**src/rtl/uart_rx_byte.sv**
```systemverilog
// uart_rx_byte: 8N1 asynchronous serial receiver with mid-bit sampling.
// Received bytes are offered on a valid/ready holding register. Framing
// errors and overruns are reported as one-cycle pulses and mirrored as
// sticky bits on the LED bank.
// Optional build macro UART_RX_PARITY_EN adds an even-parity bit between
// the data bits and the stop bit, plus a one-cycle perr output.
module uart_rx_byte #(
  parameter int CDIV = 434,
  parameter int CW   = 16
) (
  input  logic       clk,
  input  logic       rst,
  input  logic       rxd,
  output logic [7:0] data,
  output logic       valid,
  input  logic       ready,
  output logic       ferr,
  output logic       ovr,
`ifdef UART_RX_PARITY_EN
  output logic       perr,
`endif
  output logic [2:0] led
);

  // Half a bit period lands the start sample mid-bit; full periods after that.
  localparam logic [CW-1:0] HALF_RELOAD = CW'(CDIV / 2 - 1);
  localparam logic [CW-1:0] FULL_RELOAD = CW'(CDIV - 1);

  typedef enum logic [2:0] {
    S_IDLE,
    S_START,
    S_DATA,
`ifdef UART_RX_PARITY_EN
    S_PARITY,
`endif
    S_STOP,
    S_BREAK
  } state_t;

  state_t          r_state;
  state_t          w_state_next;

  logic            r_sync1;
  logic            r_sync2;
  logic            r_rs_prev;
  logic [CW-1:0]   r_cnt;
  logic [CW-1:0]   w_cnt_next;
  logic [2:0]      r_bit;
  logic [2:0]      w_bit_next;
  logic [7:0]      r_shreg;
  logic            w_shift;

  logic [7:0]      r_data;
  logic            r_valid;
  logic            r_ferr;
  logic            r_ovr;
  logic            r_ferr_sticky;
  logic            r_ovr_sticky;

  logic            w_rs;
  logic            w_sample;
  logic            w_fall;
  logic            w_done;
  logic            w_ferr_set;
  logic            w_drop;

`ifdef UART_RX_PARITY_EN
  logic            r_par_bad;
  logic            r_perr;
  logic            w_par_check;
  logic            w_par_bad;
`endif

  assign w_rs     = r_sync2;
  assign w_sample = (r_cnt == '0);
  assign w_fall   = r_rs_prev & ~w_rs;

`ifdef UART_RX_PARITY_EN
  // Even parity: the XOR of 8 data bits plus the parity bit must be zero.
  assign w_par_bad = ^{r_shreg, w_rs};
`endif

  // Two-flop synchronizer on rxd (idle-high preset) plus edge-detect history.
  always_ff @(posedge clk) begin
    if (rst) begin
      r_sync1   <= 1'b1;
      r_sync2   <= 1'b1;
      r_rs_prev <= 1'b1;
    end else begin
      r_sync1   <= rxd;
      r_sync2   <= r_sync1;
      r_rs_prev <= r_sync2;
    end
  end

  // Frame state register.
  always_ff @(posedge clk) begin
    if (rst) begin
      r_state <= S_IDLE;
    end else begin
      r_state <= w_state_next;
    end
  end

  // Next-state, bit-period counter reload and sample-point decisions.
  always_comb begin
    w_state_next = r_state;
    w_cnt_next   = r_cnt - CW'(1);
    w_bit_next   = r_bit;
    w_shift      = 1'b0;
    w_done       = 1'b0;
    w_ferr_set   = 1'b0;
`ifdef UART_RX_PARITY_EN
    w_par_check  = 1'b0;
`endif
    case (r_state)
      S_IDLE: begin
        if (w_fall) begin
          w_cnt_next   = HALF_RELOAD;
          w_state_next = S_START;
        end
      end
      S_START: begin
        if (w_sample) begin
          if (w_rs) begin
            // Line is high again at mid start bit: treat as a glitch.
            w_state_next = S_IDLE;
          end else begin
            w_cnt_next   = FULL_RELOAD;
            w_bit_next   = 3'd0;
            w_state_next = S_DATA;
          end
        end
      end
      S_DATA: begin
        if (w_sample) begin
          w_shift    = 1'b1;
          w_cnt_next = FULL_RELOAD;
          if (r_bit == 3'd7) begin
`ifdef UART_RX_PARITY_EN
            w_state_next = S_PARITY;
`else
            w_state_next = S_STOP;
`endif
          end else begin
            w_bit_next = r_bit + 3'd1;
          end
        end
      end
`ifdef UART_RX_PARITY_EN
      S_PARITY: begin
        if (w_sample) begin
          w_par_check  = 1'b1;
          w_cnt_next   = FULL_RELOAD;
          w_state_next = S_STOP;
        end
      end
`endif
      S_STOP: begin
        if (w_sample) begin
          if (w_rs) begin
            // Back to IDLE at mid stop bit so a following start edge is caught.
`ifdef UART_RX_PARITY_EN
            w_done = ~r_par_bad;
`else
            w_done = 1'b1;
`endif
            w_state_next = S_IDLE;
          end else begin
            w_ferr_set   = 1'b1;
            w_state_next = S_BREAK;
          end
        end
      end
      S_BREAK: begin
        // A held-low line must go high before another frame can start.
        if (w_rs) begin
          w_state_next = S_IDLE;
        end
      end
      default: begin
        w_state_next = S_IDLE;
      end
    endcase
  end

  // Bit-period counter, bit index and LSB-first shift register.
  always_ff @(posedge clk) begin
    if (rst) begin
      r_cnt   <= '0;
      r_bit   <= 3'd0;
      r_shreg <= 8'h00;
    end else begin
      r_cnt <= w_cnt_next;
      r_bit <= w_bit_next;
      if (w_shift) begin
        r_shreg <= {w_rs, r_shreg[7:1]};
      end
    end
  end

  // A completed byte is dropped when the holding register is full and not being popped.
  assign w_drop = w_done & r_valid & ~ready;

  // Holding register, error pulses and sticky status.
  always_ff @(posedge clk) begin
    if (rst) begin
      r_data        <= 8'h00;
      r_valid       <= 1'b0;
      r_ferr        <= 1'b0;
      r_ovr         <= 1'b0;
      r_ferr_sticky <= 1'b0;
      r_ovr_sticky  <= 1'b0;
    end else begin
      r_ferr <= w_ferr_set;
      r_ovr  <= w_drop;
      if (w_done && !w_drop) begin
        // Covers both an empty register and a simultaneous pop and load.
        r_data  <= r_shreg;
        r_valid <= 1'b1;
      end else if (r_valid && ready) begin
        r_valid <= 1'b0;
      end
      if (w_ferr_set) begin
        r_ferr_sticky <= 1'b1;
      end
`ifdef UART_RX_PARITY_EN
      if (w_par_check && w_par_bad) begin
        r_ferr_sticky <= 1'b1;
      end
`endif
      if (w_drop) begin
        r_ovr_sticky <= 1'b1;
      end
    end
  end

`ifdef UART_RX_PARITY_EN
  // Parity verdict held until the stop bit, plus its one-cycle pulse.
  always_ff @(posedge clk) begin
    if (rst) begin
      r_par_bad <= 1'b0;
      r_perr    <= 1'b0;
    end else begin
      r_perr <= w_par_check & w_par_bad;
      if (w_par_check) begin
        r_par_bad <= w_par_bad;
      end
    end
  end

  assign perr = r_perr;
`endif

  assign data  = r_data;
  assign valid = r_valid;
  assign ferr  = r_ferr;
  assign ovr   = r_ovr;
  assign led   = {r_ovr_sticky, r_ferr_sticky, r_valid};

endmodule

```
**config.mk**
```make
export PLATFORM = sky130hd
export DESIGN_NAME = uart_rx_byte
export DESIGN_NICKNAME = d
export VERILOG_FILES = /design/src/rtl/uart_rx_byte.sv
export SDC_FILE = /design/constraint.sdc
export NUM_CORES = 1
export LEC_CHECK = 0
export CAP_MARGIN = 30
export CELL_PAD_IN_SITES_DETAIL_PLACEMENT = 1
export CELL_PAD_IN_SITES_GLOBAL_PLACEMENT = 1
export CORE_MARGIN = 2
export CORE_UTILIZATION = 43
export CTS_CLUSTER_SIZE = 10
export DETAILED_ROUTE_END_ITERATION = 10
export GPL_TIMING_DRIVEN = 1
export PLACE_DENSITY = 0.79
export SYNTH_ARGS = -nofsm -noshare
export SYNTH_HDL_FRONTEND = slang
export SYNTH_SLANG_ARGS = --single-unit
```
**constraint.sdc**
```tcl
create_clock -name clk -period 2.9 [get_ports clk]
set_input_delay 0.58 -clock clk [delete_from_list [all_inputs] [get_ports clk]]
set_output_delay 0.58 -clock clk [all_outputs]
set_load 0.01 [all_outputs]
```
Word level (Yosys, flattened, before mapping)
Index checks and enable logic that the tools add are counted.
{"block": "classes", "add_sub_neg": 2, "n_mul": 0, "n_div": 0, "n_lt_le_gt_ge": 0, "eq_ne": 13, "n_shift": 0, "n_mux": 29, "bitwise_logic": 5, "n_reduce_logical": 9}
{"operator": "two-way mux 16 bit", "n": 4}
{"operator": "case mux 16 bit (3 select lines)", "n": 1}
{"operator": "two-way mux 3 bit", "n": 11}
{"operator": "zero test 16 bit", "n": 1}
{"operator": "inequality test 2 bit (second input constant)", "n": 8}
{"operator": "subtractor 16 x 1 -> 16 bit (second input constant)", "n": 1}
{"operator": "case mux 3 bit (5 select lines)", "n": 1}
{"operator": "two-way mux 1 bit", "n": 10}
{"operator": "equality test 3 x 2 -> 1 bit (second input constant)", "n": 2}
{"operator": "equality test 3 bit (second input constant)", "n": 2}
{"operator": "case mux 3 bit (2 select lines)", "n": 1}
{"operator": "AND reduction 6 bit", "n": 1}
{"operator": "AND reduction 5 bit", "n": 1}
{"operator": "nonzero test 2 bit", "n": 2}
{"operator": "adder 3 x 1 -> 3 bit (second input constant)", "n": 1}
{"operator": "AND 1 bit", "n": 3}
{"operator": "equality test 3 x 1 -> 1 bit (second input constant)", "n": 1}
{"operator": "zero test 3 bit", "n": 1}
{"operator": "logical AND 1 bit", "n": 2}
{"operator": "two-way mux 2 bit", "n": 1}
{"operator": "inverter 1 bit", "n": 2}
{"operator": "zero test 1 bit", "n": 1}
{"block": "word_totals", "register_bits": 46, "latch_bits": 0, "ramBits": 0, "romBits": 0, "inputBits": 4, "out_inout_bits": 14, "word_cells": 71, "mem_count": 0}

Longest topological paths before layout
Gate-level depths: netlist (run 1).
{"block": "depth", "depth_word": 8, "depth_mapped": 6}

Worst setup path after synthesis (run 1)
Ideal clock, no wire load.
{"block": "synth_path", "path_kind": "register to register", "start": "reg r_cnt[10]", "end": "reg r_ovr_sticky", "setup_ps": 67, "arrival_time_ps": 2165, "t_required_ps": 2833, "path_slack_ps": 668, "stages_incl_launch_ff": 6, "n_path_buf": 1, "cell_sequence": "dfxtp_1 or4_1 buf_2 or4_4 or4b_4 a21oi_2"}
{"block": "synth_via", "elab_chain_cells": 5}
{"element": "start, declared", "line": "46", "text": "logic [CW-1:0] r_cnt;"}
{"element": "start signal, assigned", "line": "194", "text": "r_cnt <= w_cnt_next;"}
{"element": "zero test 16 bit", "line": "75", "text": "assign w_sample = (r_cnt == '0);"}
{"element": "two-way mux 1 bit", "line": "160", "text": "if (w_sample) begin"}
{"element": "two-way mux 1 bit", "line": "116", "text": "case (r_state)"}
{"element": "AND 1 bit (2 in series)", "line": "203", "text": "assign w_drop = w_done & r_valid & ~ready;"}
{"element": "end signal, assigned", "line": "213", "text": "r_ovr_sticky <= 1'b0;"}
{"element": "end signal, assigned", "line": "233", "text": "r_ovr_sticky <= 1'b1;"}
{"element": "end, declared", "line": "58", "text": "logic r_ovr_sticky;"}
Every way passes these cells.
A chain may end at the register's enable or synchronous reset.

Worst setup path in the final report (run 1)
Ends and elaborated chain as after synthesis.

==> metrics.txt, run 1 <==
Worst slew margin=approximately three fifths; Synth Register Bits=between 40 and 50; flop2flop setup slack=approximately 0.46 ns; Post-DRT Antenna Nets=0; Initial Util=44.21%; Min-Delay Startpoint=r_sync1; first-pass GRT wire length=8.901 mm; Layout Nets=~250; hold buffer count at CTS=0; placed cell areas=between 0.002 and 0.0025 mm²; # Post-CTS Setup Buffers=0; CP Capture Type=flop; Avg Synthesized Cell Area=8.903 µm²; clock-pin slew on the worst setup and hold paths=approximately 0.090 ns; CTS root buf=clkbuf_8; Core Footprint=between 0.004 and 0.005 mm²; largest net degree at the start of global routing=20; Overflow after GRT=0; Reg2Reg Capture Point=r_ovr_sticky; Worst Skew=about 0.007 ns; TritonCTS Buffers=5; Arr. time, crit path=about 2.7 ns; Worst Hold End=r_sync2; Most used DFF post-synth=dfxtp_1; vias in the first global route=1774; setup TNS=0 ns; Non-Filler Instances=approximately 300; ys async rst share=0%; top-count cell post-synth=dfxtp_1; WL per Instance=around 17 µm; maximum clock rate=a little over 0.4 GHz; Max VDD drop=between 300 and 400 µV; ANT cells=0; Resized Gates After CTS=0; Crit path max-delay family=simple AND/OR/NAND/NOR gates; Synth area leader=dfxtp_1; Slew @ Worst Pin=a little under 0.6 ns; Post-synth EDFFs=0; Warnings, synthesis=0; Max Slew Vio Count=0; Boundary Pins=18; Die ar.=approximately 0.0054 mm²; Clock Sinks=between 40 and 50; Inst Count DP=a little under 300; hold path cells=1; crit-path max cell delay=a little under 0.7 ns; DRC=0; Crit Path Category=reg2reg; clock buffer depth=2; post-DR vias/cell=about 5.9; initial antenna violation count=0; Worst-Skew Late Latency=around 0.30 ns; FP Rows=25; Mapped Cells=roughly 230; Die X=73.46 µm; DR iter-0 viols=73; synth top area cells=dfxtp_1, mux2i_1, a21oi_1, o21ai_0, nand4_1; Routability Congestion=slightly below 0.8; Worst Path Max Fanout=14; CP cell instances=or4_1 > or4_4 > or4b_4 > a21oi_2; status=finished clean; Layout area overhead=15.20%; Finish-stage setup viols=0; WL final=5.110 mm; class of the worst hold path=reg2reg; dpl hpwl=approximately 3.7 mm; Worst EP required=3.15 ns; fin util=about half; Die Height=73.46 µm; layout cells sized above 1=under 10%; minimum clock period=2.439 ns; sequential element share of the synthesized area=44.39%; post-synth top area share=between 40% and 50%; max-cap violations=0; worst path bufs/invs=0; Pwr per Cell Area=765.1 mW/mm²; Critical Path Start Type=flop; drt pass-1 iters=4; synth cell count leaders=dfxtp_1, nand2_1, a21oi_1; post-synth cell types=44; vias=between 1500 and 2000; setup repair after global routing missed its margin=false; static leakage=between 0.8 and 0.9 nW; synthesized area=0.002074 mm²; gr usage total=21.43%; critical path's slowest cell=or4_1; final hold violations=0; post-synthesis net count=between 200 and 250; H-tree Lvls=2; # port buffers=17; final worst-path cycle share=between 80% and 90%; design area=approximately 0.0024 mm²; Reg-to-Reg Start=r_cnt[10]; CTS tree=done; worst reg-to-reg path cell count=4
registers in the layout, summed over array words and instances, names as in the netlist:
name	cells
data	8
r_sync1	1
r_rs_prev	1
r_shreg	8
ferr	1
r_cnt	16
ovr	1
r_state	3
valid	1
r_ferr_sticky	1
r_ovr_sticky	1
r_bit	3
r_sync2	1
stage by stage:
stage | total power [W] | hold WS, ns | worst slack [ns]
global placement | 0.001337 | 0.3990 | 0.5168
global route | 0.001947 | 0.4600 | 0.3672
finish | 0.001828 | 0.4221 | 0.4613
detailed placement | 0.001354 | 0.4067 | 0.4788
CTS | 0.001835 | 0.4295 | 0.4601
floorplan | 0.001201 | 0.3895 | 0.6683
power breakdown:
group / switching [W] / internal [W] / leakage [nW]
sequential: 0.0000873 / 0.000699 / 0.374
combinational: 0.000349 / 0.000214 / 0.473
clock: 0.000222 / 0.000257 / 0.0514
worst max-delay path by stage:
stage          startpoint           end  depth (start not counted)
6_report        r_cnt[10]  r_ovr_sticky                          4
5_1_grt         r_cnt[10]  r_ovr_sticky                          4
4_1_cts         r_cnt[10]  r_ovr_sticky                          4
3_5_place_dp    r_cnt[10]  r_ovr_sticky                          4
3_3_place_gp    r_cnt[10]  r_ovr_sticky                          4
2_1_floorplan   r_cnt[10]  r_ovr_sticky                          5
placed cells by master, fill, tap and decap left out, types with 5 or more instances in the layout:
cell type	count
inv_1	9
clkbuf_8	5
dfxtp_1	46
mux2i_1	11
nand2_1	20
a21oi_1	19
or3_1	6
nand4_1	13
xor2_1	5
nor2_1	10
clkdlybuf4s50_1	17
or4_1	6
o21ai_0	17
layer usage:
layer / vias up / global-route usage (%) / share of wire, %
li1: 870 / - / -
met1: 877 / 29.58 / 50
met2: 12 / 33.53 / 47
met3: 2 / 5.350 / 2.1
met4: 0 / 5.455 / 0.61
met5: - / 0 / 0
cell families (layout without fill, tap and decap cells):
logic type                 count (synthesis)  count (layout)  share of synthesized area, %
adders and majority gates                  4               4                         2.413
DFF                                       46              46                         44.39
and+or+nand+nor                           85              85                         23.76
xor gates and xnor gates                   9               9                         3.799
AOI/OAI and AO/OA                         54              54                         15.38
muxes                                     11              11                         5.308
buffers and inverters                     24              38                         4.945
area by class of cell:
type | instances | area (µm²)
inverters | 9 | 33.78
multi-input cells | 163 | 1057
fillers | 538 | 2302
clock buffers | 6 | 72.57
well taps | 54 | 67.56
clock inverters | 2 | 37.54
flip-flops and latches | 46 | 920.9
repair buffers | 21 | 200.2
Power figures use the tool's default switching activity.
==> run 2, diff against run 1 <==
==> constraint.sdc (replaced) <==
create_clock -name clk -period 2.4 [get_ports clk]
set_input_delay 0.48 -clock clk [delete_from_list [all_inputs] [get_ports clk]]
set_output_delay 0.48 -clock clk [all_outputs]
set_load 0.01 [all_outputs]
==> metrics.txt, run 2 (same netlist as run 1, synthesis figures left out) <==
Min-Delay Startpoint=r_sync1; layout cells sized above 1=approximately a tenth; vias=about 1800; Max Slew Vio Count=0; # Post-CTS Setup Buffers=0; CTS tree=done; Worst Skew=0.005953 ns; Finish-stage setup viols=0; Layout area overhead=18.03%; dpl hpwl=~3.7 mm; DRC=0; Slew @ Worst Pin=~0.6 ns; Routability Congestion=around 0.85; Initial Util=between 40 and 50%; FP Rows=25; WL per Instance=~16 µm; final worst slack=0.1189 ns; Fin Hold WS=~0.41 ns; Fillers=~540; Die X=approximately 73 µm; WL final=5.023 mm; maximum clock rate=about 0.44 GHz; most common cell after layout, fill and taps aside=dfxtp_1; worst reg-to-reg path cell count=6; Layout Nets=260; final worst-path cycle share=between 90% and 100%; max FFs per register=16; pre-CTS setup slack=roughly 0.14 ns; Crit Path Category=reg2reg; Worst Path Max Fanout=13; first-pass GRT wire length=roughly 8.7 mm; Worst EP required=between 2 and 3 ns; Arr. time, crit path=2.47 ns; ANT cells=0; hold path cells=1; setup TNS=0 ns; flop2flop setup slack=0.12 ns; Inst Count DP=approximately 300; commonest non-fill, non-tap cells in the layout=dfxtp_1, nand2_1, a21oi_1, o21ai_0, clkdlybuf4s50_1; # port buffers=17; minimum clock period=2.281 ns; vias in the first global route=about 1800; Overflow after GRT=0; gr usage total=about a fifth; Die Height=around 73 µm; Die ar.=0.005396 mm²; clock-pin slew on the worst setup and hold paths=0.08 ns; Pwr per Cell Area=roughly 940 mW/mm²; drt pass-1 iters=4; post-DR vias/cell=~5.7; final hold violations=0; setup repair after global routing missed its margin=false; Worst Hold End=r_sync2; Post-DRT Antenna Nets=0; Non-Filler Instances=307; H-tree Lvls=2; static leakage=0.9321 nW; Critical Path Start Type=flop; Boundary Pins=18; Reg-to-Reg Start=r_cnt[10]; crit path launch=r_cnt[10]; largest net degree at the start of global routing=17; class of the worst hold path=reg2reg; CTS root buf=clkbuf_8; Top reg by flops=r_cnt; status=finished clean; max-cap violations=0; Reg2Reg Capture Point=r_cnt[15]; initial antenna violation count=0; clock buffer depth=2; CP Capture Type=flop; Worst slew margin=between 50% and 60%; hold buffer count at CTS=0; Core Footprint=roughly 0.0047 mm²; Worst-Skew Late Latency=about 0.3 ns; Clock Sinks=46; DR iter-0 viols=approximately 110; Max VDD drop=around 430 µV; TritonCTS Buffers=5
## run 2: critical path: stages (launching register included)
cell,delay [ns]
dfxtp_1,0.36
or4_1,0.57
or4_4,0.54
buf_4,0.20
o21bai_1,0.25
buf_4,0.21
a21oi_1,0.05
## run 2: layout make-up
class	instances	area [µm²]	area share, %
Clock buffer	7	76.32	3.117
Clock inverter	1	30.03	1.226
Inverter	9	33.78	1.380
Multi-Input combinational cell	163	1062	43.38
Sequential cell	46	920.9	37.61
Tap cell	54	67.56	2.759
Timing Repair Buffer	27	257.7	10.53
## run 2: how the worst max path moves through the flow
stage / depth (start not counted) / endpoint / slack [ns]
2_1_floorplan: 5 / r_ovr_sticky / 0.17
3_3_place_gp: 6 / r_cnt[14] / 0.17
3_5_place_dp: 6 / r_cnt[12] / 0.14
4_1_cts: 6 / r_shreg[1] / 0.11
5_1_grt: 6 / r_cnt[14] / 0.02
6_report: 6 / r_cnt[15] / 0.12
## run 2: report_power, final
part           switching [W]  internal [W]
Clock               0.000254      0.000312
Sequential         0.0000955      0.000845
Combinational       0.000443      0.000342
## run 2: routing by layer
| layer | vias up | share of wire (%) | track usage [%] |
|---|---|---|---|
| li1 | 892 | - | - |
| met1 | 834 | 48 | 29.30 |
| met2 | 26 | 47 | 31.75 |
| met3 | 6 | 3.4 | 4.801 |
| met4 | 0 | 1.3 | 6.869 |
| met5 | - | 0 | 0 |
## run 2: what timing repair did
item / 4_1_cts / 5_1_grt
endpoints found under the setup margin: 0 / 1
resized for setup: 0 / 1
hold endpoints to repair: 0 / 0
## run 2: metrics by stage
step	util, %	total power, W	area [µm²]
final	52.19	0.002291	2449
after global routing	52.19	0.002445	2449
after global placement	49.81	0.001710	2337
after floorplan	-	0.001452	2074
after detailed placement	49.81	0.001727	2337
after CTS	52.08	0.002300	2444
==> run 3, diff against run 2 <==
--- a/config.mk
+++ b/config.mk
@@ -17,3 +17,4 @@
 export SYNTH_ARGS = -nofsm -noshare
 export SYNTH_HDL_FRONTEND = slang
 export SYNTH_SLANG_ARGS = --single-unit
+export TNS_END_PERCENT = 100
==> results of run 3 <==
Same layout as run 2: the final DEF is identical, and so are final timing and power.
